**src/rtl/beehive_vr_pkg.sv**
```systemverilog
// rtl/beehive_vr_pkg.sv - shared widths and state encoding for the prepare log data writer
package beehive_vr_pkg;

    localparam int NOC_DATA_W  = 512;
    localparam int LOG_DEPTH_W = 10;

    typedef enum logic [1:0] {
        IDLE,
        WRITE,
        DRAIN,
        DONE
    } log_wr_state_e;

endpackage

```
**src/rtl/prep_log_data_writer_if.sv**
```systemverilog
// rtl/prep_log_data_writer_if.sv - control, payload stream and log memory handshakes of the log data writer
interface prep_log_data_writer_if #(
    parameter int NOC_DATA_W  = beehive_vr_pkg::NOC_DATA_W,
    parameter int LOG_DEPTH_W = beehive_vr_pkg::LOG_DEPTH_W
);
    logic                   ctrl_log_start_val;
    logic                   log_ctrl_start_rdy;
    logic [LOG_DEPTH_W:0]   ctrl_log_line_cnt;
    logic                   ctrl_log_drop;
    logic                   manage_log_data_val;
    logic                   log_manage_data_rdy;
    logic [NOC_DATA_W-1:0]  manage_log_data;
    logic                   manage_log_data_last;
    logic                   log_data_mem_wr_val;
    logic                   log_data_mem_wr_rdy;
    logic [NOC_DATA_W-1:0]  log_data_mem_wr_data;
    logic                   log_ctrl_datap_incr_wr_addr;
    logic                   log_ctrl_done_val;
    logic                   ctrl_log_done_rdy;
    logic                   log_ctrl_done_err;

    modport master (
        output ctrl_log_start_val, ctrl_log_line_cnt, ctrl_log_drop,
               manage_log_data_val, manage_log_data, manage_log_data_last,
               log_data_mem_wr_rdy, ctrl_log_done_rdy,
        input  log_ctrl_start_rdy, log_manage_data_rdy, log_data_mem_wr_val,
               log_data_mem_wr_data, log_ctrl_datap_incr_wr_addr,
               log_ctrl_done_val, log_ctrl_done_err
    );

    modport slave (
        input  ctrl_log_start_val, ctrl_log_line_cnt, ctrl_log_drop,
               manage_log_data_val, manage_log_data, manage_log_data_last,
               log_data_mem_wr_rdy, ctrl_log_done_rdy,
        output log_ctrl_start_rdy, log_manage_data_rdy, log_data_mem_wr_val,
               log_data_mem_wr_data, log_ctrl_datap_incr_wr_addr,
               log_ctrl_done_val, log_ctrl_done_err
    );

endinterface

```
**src/rtl/log_wr_pipe_stage.sv**
```systemverilog
// rtl/log_wr_pipe_stage.sv - one-entry registered stage before the log memory port (PREP_LOG_WR_PIPE_EN)
`ifdef PREP_LOG_WR_PIPE_EN
module log_wr_pipe_stage #(
    parameter int DATA_W = 512
) (
    input  logic              clk_i,
    input  logic              rst_i,
    input  logic              in_val_i,
    output logic              in_rdy_o,
    input  logic [DATA_W-1:0] in_data_i,
    output logic              out_val_o,
    input  logic              out_rdy_i,
    output logic [DATA_W-1:0] out_data_o
);
    logic              full_q, full_d;
    logic [DATA_W-1:0] data_q, data_d;
    logic              in_fire, out_fire;

    // Accepting while the entry drains keeps full throughput with a single register
    assign in_rdy_o   = ~full_q | out_rdy_i;
    assign in_fire    = in_val_i & in_rdy_o;
    assign out_fire   = full_q & out_rdy_i;
    assign out_val_o  = full_q;
    assign out_data_o = data_q;

    always_comb begin
        full_d = full_q;
        data_d = data_q;
        if (in_fire) begin
            full_d = 1'b1;
            data_d = in_data_i;
        end else if (out_fire) begin
            full_d = 1'b0;
        end
    end

    always_ff @(posedge clk_i) begin
        if (rst_i) begin
            full_q <= 1'b0;
        end else begin
            full_q <= full_d;
        end
        data_q <= data_d;
    end

endmodule
`endif

```
**src/rtl/prep_log_data_writer.sv**
```systemverilog
// rtl/prep_log_data_writer.sv - streams prepare payload lines into log data memory; PREP_LOG_WR_PIPE_EN adds a registered write stage
module prep_log_data_writer
    import beehive_vr_pkg::*;
(
    input  logic                  clk,
    input  logic                  rst,
    prep_log_data_writer_if.slave bus
);
    localparam logic [LOG_DEPTH_W:0] REM_ONE = {{LOG_DEPTH_W{1'b0}}, 1'b1};

    log_wr_state_e        state_q, state_d;
    logic [LOG_DEPTH_W:0] rem_q, rem_d;
    logic                 err_q, err_d;

    logic start_rdy, data_rdy, done_pend, push;
    logic wr_path_rdy, stage_empty, wr_val;

`ifdef PREP_LOG_WR_PIPE_EN
    logic                  st_full;
    logic [NOC_DATA_W-1:0] st_data;

    log_wr_pipe_stage #(.DATA_W(NOC_DATA_W)) u_pipe (
        .clk_i      (clk),
        .rst_i      (rst),
        .in_val_i   (push & ~rst),
        .in_rdy_o   (wr_path_rdy),
        .in_data_i  (bus.manage_log_data),
        .out_val_o  (st_full),
        .out_rdy_i  (bus.log_data_mem_wr_rdy),
        .out_data_o (st_data)
    );

    assign stage_empty              = ~st_full;
    assign wr_val                   = st_full & ~rst;
    assign bus.log_data_mem_wr_data = st_data;
`else
    assign wr_path_rdy              = bus.log_data_mem_wr_rdy;
    assign stage_empty              = 1'b1;
    assign wr_val                   = (state_q == WRITE) & bus.manage_log_data_val & ~rst;
    assign bus.log_data_mem_wr_data = bus.manage_log_data;
`endif

    always_comb begin
        state_d   = state_q;
        rem_d     = rem_q;
        err_d     = err_q;
        start_rdy = 1'b0;
        data_rdy  = 1'b0;
        done_pend = 1'b0;
        push      = 1'b0;
        case (state_q)
            IDLE: begin
                start_rdy = 1'b1;
                if (bus.ctrl_log_start_val) begin
                    rem_d = bus.ctrl_log_line_cnt;
                    err_d = 1'b0;
                    if (bus.ctrl_log_drop)                state_d = DRAIN;
                    else if (bus.ctrl_log_line_cnt == '0) state_d = DONE;
                    else                                  state_d = WRITE;
                end
            end
            WRITE: begin
                data_rdy = wr_path_rdy;
                if (bus.manage_log_data_val && wr_path_rdy) begin
                    push = 1'b1;
                    if (rem_q != '0) rem_d = rem_q - REM_ONE;
                    if (bus.manage_log_data_last) begin
                        if (rem_q != REM_ONE) err_d = 1'b1;
                        state_d = DONE;
                    end else if (rem_q == REM_ONE) begin
                        // Message longer than announced: flag it and discard the tail
                        err_d   = 1'b1;
                        state_d = DRAIN;
                    end
                end
            end
            DRAIN: begin
                data_rdy = 1'b1;
                if (bus.manage_log_data_val && bus.manage_log_data_last) state_d = DONE;
            end
            DONE: begin
                // Completion is held back until every registered line has reached memory
                done_pend = stage_empty;
                if (stage_empty && bus.ctrl_log_done_rdy) state_d = IDLE;
            end
            default: state_d = IDLE;
        endcase
    end

    always_ff @(posedge clk) begin
        if (rst) begin
            state_q <= IDLE;
            rem_q   <= '0;
            err_q   <= 1'b0;
        end else begin
            state_q <= state_d;
            rem_q   <= rem_d;
            err_q   <= err_d;
        end
    end

    assign bus.log_ctrl_start_rdy          = start_rdy;
    assign bus.log_manage_data_rdy         = data_rdy & ~rst;
    assign bus.log_data_mem_wr_val         = wr_val;
    assign bus.log_ctrl_datap_incr_wr_addr = wr_val & bus.log_data_mem_wr_rdy;
    assign bus.log_ctrl_done_val           = done_pend & ~rst;
    assign bus.log_ctrl_done_err           = done_pend & err_q & ~rst;

endmodule

```
**src/flat_wrapper.sv**
```systemverilog
// flat-port wrapper written by rule: the top's interface ports become plain ports
module prep_log_data_writer_flat import beehive_vr_pkg::*;
  (clk, rst, bus_ctrl_log_start_val, bus_ctrl_log_line_cnt, bus_ctrl_log_drop, bus_manage_log_data_val, bus_manage_log_data, bus_manage_log_data_last, bus_log_data_mem_wr_rdy, bus_ctrl_log_done_rdy, bus_log_ctrl_start_rdy, bus_log_manage_data_rdy, bus_log_data_mem_wr_val, bus_log_data_mem_wr_data, bus_log_ctrl_datap_incr_wr_addr, bus_log_ctrl_done_val, bus_log_ctrl_done_err);
  prep_log_data_writer_if bus_i ();
  input  logic clk;
  input  logic rst;
  input wire logic [$bits(bus_i.ctrl_log_start_val)-1:0] bus_ctrl_log_start_val;
  input wire logic [$bits(bus_i.ctrl_log_line_cnt)-1:0] bus_ctrl_log_line_cnt;
  input wire logic [$bits(bus_i.ctrl_log_drop)-1:0] bus_ctrl_log_drop;
  input wire logic [$bits(bus_i.manage_log_data_val)-1:0] bus_manage_log_data_val;
  input wire logic [$bits(bus_i.manage_log_data)-1:0] bus_manage_log_data;
  input wire logic [$bits(bus_i.manage_log_data_last)-1:0] bus_manage_log_data_last;
  input wire logic [$bits(bus_i.log_data_mem_wr_rdy)-1:0] bus_log_data_mem_wr_rdy;
  input wire logic [$bits(bus_i.ctrl_log_done_rdy)-1:0] bus_ctrl_log_done_rdy;
  output wire logic [$bits(bus_i.log_ctrl_start_rdy)-1:0] bus_log_ctrl_start_rdy;
  output wire logic [$bits(bus_i.log_manage_data_rdy)-1:0] bus_log_manage_data_rdy;
  output wire logic [$bits(bus_i.log_data_mem_wr_val)-1:0] bus_log_data_mem_wr_val;
  output wire logic [$bits(bus_i.log_data_mem_wr_data)-1:0] bus_log_data_mem_wr_data;
  output wire logic [$bits(bus_i.log_ctrl_datap_incr_wr_addr)-1:0] bus_log_ctrl_datap_incr_wr_addr;
  output wire logic [$bits(bus_i.log_ctrl_done_val)-1:0] bus_log_ctrl_done_val;
  output wire logic [$bits(bus_i.log_ctrl_done_err)-1:0] bus_log_ctrl_done_err;
  assign bus_i.ctrl_log_start_val = bus_ctrl_log_start_val;
  assign bus_i.ctrl_log_line_cnt = bus_ctrl_log_line_cnt;
  assign bus_i.ctrl_log_drop = bus_ctrl_log_drop;
  assign bus_i.manage_log_data_val = bus_manage_log_data_val;
  assign bus_i.manage_log_data = bus_manage_log_data;
  assign bus_i.manage_log_data_last = bus_manage_log_data_last;
  assign bus_i.log_data_mem_wr_rdy = bus_log_data_mem_wr_rdy;
  assign bus_i.ctrl_log_done_rdy = bus_ctrl_log_done_rdy;
  assign bus_log_ctrl_start_rdy = bus_i.log_ctrl_start_rdy;
  assign bus_log_manage_data_rdy = bus_i.log_manage_data_rdy;
  assign bus_log_data_mem_wr_val = bus_i.log_data_mem_wr_val;
  assign bus_log_data_mem_wr_data = bus_i.log_data_mem_wr_data;
  assign bus_log_ctrl_datap_incr_wr_addr = bus_i.log_ctrl_datap_incr_wr_addr;
  assign bus_log_ctrl_done_val = bus_i.log_ctrl_done_val;
  assign bus_log_ctrl_done_err = bus_i.log_ctrl_done_err;
  prep_log_data_writer u_core (.clk(clk), .rst(rst), .bus(bus_i));
endmodule
```
**config.mk**
```make
export PLATFORM = sky130hd
export DESIGN_NAME = prep_log_data_writer_flat
export DESIGN_NICKNAME = d
export VERILOG_FILES = /design/src/rtl/beehive_vr_pkg.sv /design/src/rtl/prep_log_data_writer_if.sv /design/src/rtl/log_wr_pipe_stage.sv /design/src/rtl/prep_log_data_writer.sv /design/src/flat_wrapper.sv
export SDC_FILE = /design/constraint.sdc
export NUM_CORES = 1
export LEC_CHECK = 0
export BUFFER_PORTS_ARGS = -buffer_cell sky130_fd_sc_hd__buf_2
export CAP_MARGIN = 20
export CORE_AREA = 2 2 407 409
export DETAILED_ROUTE_END_ITERATION = 8
export DIE_AREA = 0 0 409 411
export HOLD_SLACK_MARGIN = 0.12
export REMOVE_ABC_BUFFERS = 1
export SYNTH_ARGS = -nofsm -noshare
export SYNTH_HDL_FRONTEND = slang
export SYNTH_HIERARCHICAL = 1
export SYNTH_SLANG_ARGS = --single-unit
```
**constraint.sdc**
```tcl
create_clock -name clk -period 3.4 [get_ports clk]
set_clock_uncertainty 0.15 [all_clocks]
set_input_delay 0.68 -clock clk [delete_from_list [all_inputs] [get_ports clk]]
set_output_delay 0.68 -clock clk [all_outputs]
set_load 0.01 [all_outputs]
```
==> metrics.md, run 1 <==
| Metric | Value |
|---|---|
| Outcome | `completed` |
| Number of global-route vias before repair | `2942` |
| Hold Vio Cnt, Final | `0` |
| Hold-fix buffers at CTS | `0` |
| Avg WL per Cell | `122 µm` |
| Setup violators final | `0` |
| Proportion of layout cells with a drive suffix above 1 | `0.265` |
| WL final | `288 mm` |
| Register area | `280 µm²` |
| Antenna-violating nets left | `0` |
| R2R setup slack | `0.51 ns` |
| CP Max Fanout | `14` |
| Sequential share of the synthesized area | `0.0568` |
| CP Class | `reg -> reg` |
| Slowest CP cell | `nor4_2` |
| Placed Instances | `2355` |
| Top FF cell, synth | `dfxtp_1` |
| Via Count | `4988` |
| Max H-tree Level | `1` |
| CTS resizes | `0` |
| FF-to-FF Start | `u_core/state_q[1]$_SDFFE_PP0P_` |
| Clk buf depth | `2` |
| CP Capture Point | `u_core/rem_q[0]$_SDFFE_PP0P_` |
| Root Buffer | `clkbuf_16` |
| Largest net degree at the start of global routing | `19` |
| Global-route wire length before repair | `296 mm` |
| Post-Syn Instances | `652` |
| Yosys top cell by area | `buf_4` |
| Starting density of the core | `0.0301` |
| Startpoint class of the critical path | `flip-flop` |
| Minimum clock period | `2.89 ns` |
| Worst path top cell family by delay | `simple AND/OR/NAND/NOR gates` |
| Pwr/cell area | `391 mW/mm²` |
| Fin. max-slew vios | `0` |
| EDFF count, synth | `0` |
| Commonest non-fill, non-tap cells in the layout | `24 x buf_2, 14 x a21oi_1, 14 x dfxtp_1` |
| Die height | `411 µm` |
| Netlist cell types | `40` |
| Max_slew headroom | `0.497` |
| Crit path from | `u_core/state_q[1]$_SDFFE_PP0P_` |
| RSZ-0062 raised after global routing | `no` |
| CORE AREA | `0.164 mm²` |
| Nets | `708` |
| CP peak stage delay | `0.55 ns` |
| Critical path arrival | `2.94 ns` |
| Synthesized flop and latch total | `14` |
| Finished Layout Cells | `2363` |
| # port buffers | `24` |
| Drt drc | `0` |
| Clock latency on the worst-skew pair | `0.26 ns` |
| Slew @ Worst Pin | `0.748 ns` |
| Layout area overhead | `-16.9%` |
| Setup bufs post-CTS | `0` |
| Cts bufs inserted | `3` |
| Synthesized area | `0.00493 mm²` |
| DRT iter0 DRCs | `903` |
| CP cell instances | `inv_1 -> ha_1 -> or3b_2 -> nor4_2 -> nand2b_1 -> o221a_1` |
| Most common cell after layout, fill and taps aside | `buf_2` |
| GPL Wtd Cong | `1.45` |
| Max IR drop VDD | `0.000292 V` |
| Synth top area share | `0.783` |
| Syn avg cell area | `7.56 µm²` |
| Setup TNS | `0 ns` |
| Pleak | `0.589 nW` |
| 1st-pass router iterations | `5` |
| Number of I/O pins | `1049` |
| WP buf/inv | `1` |
| WP data required | `3.45 ns` |
| TritonCTS clock tree | `done` |
| Worst r2r path cells | `6` |
| Final period util | `0.850` |
| Ys async rst share | `0` |
| Clock Pin Slew Worst Setup and Hold Paths | `0.05 ns` |
| Tightest Hold Check Type | `reg -> reg` |
| Die X | `409 µm` |
| Die Area | `0.168 mm²` |
| # rows | `149` |
| Via density | `2.11` |
| Worst setup EP type | `flip-flop` |
| Top cells by area, synth | `buf_4 78%, dfxtp_1 5.7%, ha_1 1.5%, a21oi_1 1.4%, o31ai_1 1.1%` |
| # fillers | `19600` |
| Initial antenna violation count | `9` |
| # clock sinks | `14` |
| Total grt overflow | `0` |
| WP depth | `6` |
| Max Cap Viol | `0` |
| Multi-input gate area | `739 µm²` |
| Syn. warnings | `6` |
| Gr usage total | `0.332` |
| Detail Placement HPWL | `285 mm` |
| Reg2reg end | `u_core/rem_q[0]$_SDFFE_PP0P_` |
| FMAX | `0.346 GHz` |
area by class of cell:
type / count / area share
Sequential cell: 14 / 0.0684
Clock buffer: 4 / 0.0217
Tap cell: 2189 / 0.668
Multi-Input combinational cell: 109 / 0.180
Antenna cell: 4 / 0.00244
Inverter: 9 / 0.00824
Timing Repair Buffer: 34 / 0.0507
Yosys cell counts (2+ instances only):
cell type,n
clkbuf_1,5
inv_1,8
nor4_1,5
nand4_1,3
nor2_1,9
or4_1,2
nand2_1,5
or3b_2,2
and2_1,2
nor2b_1,4
o31ai_1,7
o21ai_1,2
dfxtp_1,14
nor4_2,2
nor3_1,6
o311ai_1,6
a211oi_1,2
or3_1,3
buf_4,514
and3_1,4
o21ai_0,7
nand2b_1,2
ha_1,6
a21oi_1,14
a31oi_1,2
nor3b_1,2
worst register-to-register path: stages (launching register included):
cell,delay [ns]
dfxtp_1,0.33
inv_1,0.11
ha_1,0.54
or3b_2,0.51
nor4_2,0.55
nand2b_1,0.41
o221a_1,0.23
stage by stage:
stage          hold slack (ns)  utilization  power [W]  setup slack, ns  cell area, µm²
3_5_place_dp             0.329       0.0244    0.00127            0.663            4000
2_1_floorplan            0.267            -   0.000881            0.839            1050
4_1_cts                  0.348       0.0250    0.00154            0.650            4090
3_3_place_gp             0.333       0.0244    0.00131            0.668            4000
5_1_grt                  0.366       0.0250    0.00166            0.448            4090
6_report                 0.346       0.0250    0.00160            0.510            4100
cell families after synthesis:
logic type / count (synthesis) / share of synthesized area
buffers and inverters: 529 / 0.794
AND/OR/NAND/NOR: 53 / 0.0647
AO/OA/AOI/OAI: 47 / 0.0629
flip-flops: 14 / 0.0568
adder cells (fa/ha/maj): 6 / 0.0152
multiplexers: 2 / 0.00431
XOR/XNOR: 1 / 0.00178
report_power, final:
part	leakage [nW]	total, W	internal (W)	switching (W)
clock	0.0442	0.000261	0.000179	0.0000816
combinational	0.430	0.00101	0.000363	0.000647
sequential	0.115	0.000333	0.000239	0.0000948
routing by layer:
| layer | routed length, µm | GRT usage | vias to the layer above |
|---|---|---|---|
| met5 | 9660 | 0.405 | - |
| met4 | 33300 | 0.306 | 106 |
| met3 | 90400 | 0.505 | 306 |
| met2 | 140000 | 0.573 | 2380 |
| met1 | 14400 | 0.0384 | 1596 |
| li1 | - | - | 600 |
worst min path at each step:
stage,startpoint,endpoint,cells after the start
finish,u_core/rem_q[10]$_SDFFE_PP0P_,u_core/rem_q[10]$_SDFFE_PP0P_,2
floorplan,u_core/err_q$_SDFFE_PP0P_,u_core/err_q$_SDFFE_PP0P_,2
global route,u_core/err_q$_SDFFE_PP0P_,u_core/err_q$_SDFFE_PP0P_,2
global placement,u_core/rem_q[10]$_SDFFE_PP0P_,u_core/rem_q[10]$_SDFFE_PP0P_,2
detailed placement,u_core/err_q$_SDFFE_PP0P_,u_core/err_q$_SDFFE_PP0P_,2
CTS,u_core/rem_q[10]$_SDFFE_PP0P_,u_core/rem_q[10]$_SDFFE_PP0P_,2
state kept, by name (all words and copies together), names as in the netlist:
name / cells
u_core/err_q: 1
u_core/rem_q: 11
u_core/state_q: 2
Power figures use the tool's default switching activity.
==> inputs of run 2 (changes only) <==
Settings changed: CORE_AREA 2 2 407 409 to 2 2 404 406, DIE_AREA 0 0 409 411 to 0 0 406 408.
Clock period 3.4 ns to 2.6 ns, I/O delays scaled along.
==> metrics.md, run 2 (synthesis gave the netlist of run 1 again) <==
| Metric | Value |
|---|---|
| Outcome | `completed (unchanged)` |
| CP Class | `reg -> out (was reg -> reg)` |
| RSZ-0062 raised after global routing | `no (unchanged)` |
| Placed cell areas | `0.00399 mm² (was 0.00400 mm²)` |
| Clock latency on the worst-skew pair | `0.26 ns (about the same)` |
| Avg WL per Cell | `123 µm (was 122 µm)` |
| Number of global-route vias before repair | `3016 (was 2942)` |
| Grt met1 use | `0.0574 (was 0.0384)` |
| TritonCTS clock tree | `done (unchanged)` |
| Die height | `408 µm (was 411 µm)` |
| Antenna-violating nets left | `0 (unchanged)` |
| # rows | `148 (was 149)` |
| Detail Placement HPWL | `285 mm (about the same)` |
| Startpoint class of the critical path | `flip-flop (unchanged)` |
| Setup violators final | `0 (unchanged)` |
| Slew @ Worst Pin | `0.851 ns (was 0.748 ns)` |
| Max H-tree Level | `1 (unchanged)` |
| Largest registers | `u_core/rem_q x11, u_core/state_q x2, u_core/err_q x1 (unchanged)` |
| Proportion of layout cells with a drive suffix above 1 | `0.269 (was 0.265)` |
| 1st-pass router iterations | `5 (unchanged)` |
| Initial antenna violation count | `7 (was 9)` |
| Nets | `709 (was 708)` |
| Number of I/O pins | `1049 (unchanged)` |
| Root Buffer | `clkbuf_16 (unchanged)` |
| Setup bufs post-CTS | `0 (unchanged)` |
| Cts bufs inserted | `3 (unchanged)` |
| Commonest non-fill, non-tap cells in the layout | `24 x buf_2, 14 x a21oi_1, 14 x dfxtp_1 (unchanged)` |
| Via Count | `4997 (was 4988)` |
| Most flops, register | `u_core/rem_q (unchanged)` |
| Met2 usage | `0.580 (was 0.573)` |
| Drt drc | `0 (unchanged)` |
| Die X | `406 µm (was 409 µm)` |
| Gr busiest metal | `met2 (unchanged)` |
| # port buffers | `24 (unchanged)` |
| Via density | `2.13 (was 2.11)` |
| Max IR drop VDD | `0.000258 V (was 0.000292 V)` |
| Minimum clock period | `2.46 ns` |
| Design Area, Final | `0.00409 mm² (was 0.00410 mm²)` |
| Tightest Hold Check Type | `reg -> reg (unchanged)` |
| Global-route wire length before repair | `296 mm (about the same)` |
| CORE AREA | `0.162 mm² (was 0.164 mm²)` |
| CP Max Fanout | `10 (was 14)` |
| Gr usage total | `0.339 (was 0.332)` |
| WP data required | `1.93 ns (was 3.45 ns)` |
| Hold Vio Cnt, Final | `0 (unchanged)` |
| Max Cap Viol | `0 (unchanged)` |
| DRT iter0 DRCs | `916 (was 903)` |
| CTS resizes | `0 (unchanged)` |
| Worst setup EP type | `output pin (was flip-flop)` |
| Starting density of the core | `0.0305 (was 0.0301)` |
| Clk buf depth | `2 (unchanged)` |
| Clock Pin Slew Worst Setup and Hold Paths | `0.05 ns (about the same)` |
| GPL Wtd Cong | `1.54 (was 1.45)` |
| Largest register FFs | `11 (unchanged)` |
| Setup TNS | `0 ns (unchanged)` |
| Layout area overhead | `-17.0% (was -16.9%)` |
| Most common cell after layout, fill and taps aside | `buf_2 (unchanged)` |
| Critical path arrival | `1.79 ns (was 2.94 ns)` |
| Pwr/cell area | `517 mW/mm² (was 391 mW/mm²)` |
| Largest net degree at the start of global routing | `16 (was 19)` |
| Hold-fix buffers at CTS | `0 (unchanged)` |
| Total grt overflow | `0 (unchanged)` |
| Fin. max-slew vios | `0 (unchanged)` |
| Global Route met3 Usage | `0.508 (was 0.505)` |
| Die Area | `0.166 mm² (was 0.168 mm²)` |
| Pleak | `0.593 nW (was 0.589 nW)` |
| FMAX | `0.406 GHz` |
| WL final | `289 mm (was 288 mm)` |
| # clock sinks | `14 (unchanged)` |
| Max_slew headroom | `0.428 (was 0.497)` |
| Final period util | `0.947` |
run 2: cell types whose count changed in the layout (fill, tap and decap cells not counted), sizes merged:
cell and delta:
diode +1, buf +1
run 2: final timing paths:
kind / slack, ns / from / depth (start not counted) / endpoint
setup / recovery: 0.14 / u_core/state_q[1]$_SDFFE_PP0P_ / 6 / bus_log_ctrl_datap_incr_wr_addr
hold / removal: 0.36 / u_core/rem_q[10]$_SDFFE_PP0P_ / 2 / u_core/rem_q[10]$_SDFFE_PP0P_
setup reg to reg: 0.21 / u_core/state_q[1]$_SDFFE_PP0P_ / 6 / u_core/rem_q[1]$_SDFFE_PP0P_
hold reg to reg: 0.36 / u_core/rem_q[10]$_SDFFE_PP0P_ / 2 / u_core/rem_q[10]$_SDFFE_PP0P_
run 2: power by group:
part           internal (W)  leakage (nW)  total, W  switching [W]
clock network      0.000233        0.0442  0.000327      0.0000937
registers          0.000312         0.115  0.000457       0.000145
logic              0.000486         0.433   0.00133       0.000844
run 2: area by class of cell:
class	count	area, µm²
Antenna cell	5	12.5
Clock buffer	4	88.8
Fill cell	19300	158000
Inverter	9	33.8
Multi-Input combinational cell	109	739
Sequential cell	14	280
Tap cell	2175	2720
Timing Repair Buffer	35	215
run 2: through the flow:
step                hold WS (ns)  utilization  total power [W]  std cells  setup WS, ns
finish                     0.364       0.0253          0.00211       2351         0.137
CTS                        0.348       0.0252          0.00204       2346         0.190
floorplan                  0.267            -          0.00115        132        0.0393
global route               0.366       0.0253          0.00222       2348        0.0587
global placement           0.338       0.0247          0.00174       2342         0.273
detailed placement         0.340       0.0247          0.00170       2342         0.276
run 2: routing by layer:
metal	vias up	part of all wire
met5	-	0.020
met4	82	0.12
met3	256	0.31
met2	2347	0.48
met1	1709	0.070
li1	603	-
run 2: critical path, cell delays in order (launching register included):
cell and delay [ns]:
dfxtp_1 0.33, inv_1 0.10, ha_1 0.41, and3_1 0.29
buf_12 0.15, and2_1 0.12, buf_2 0.12
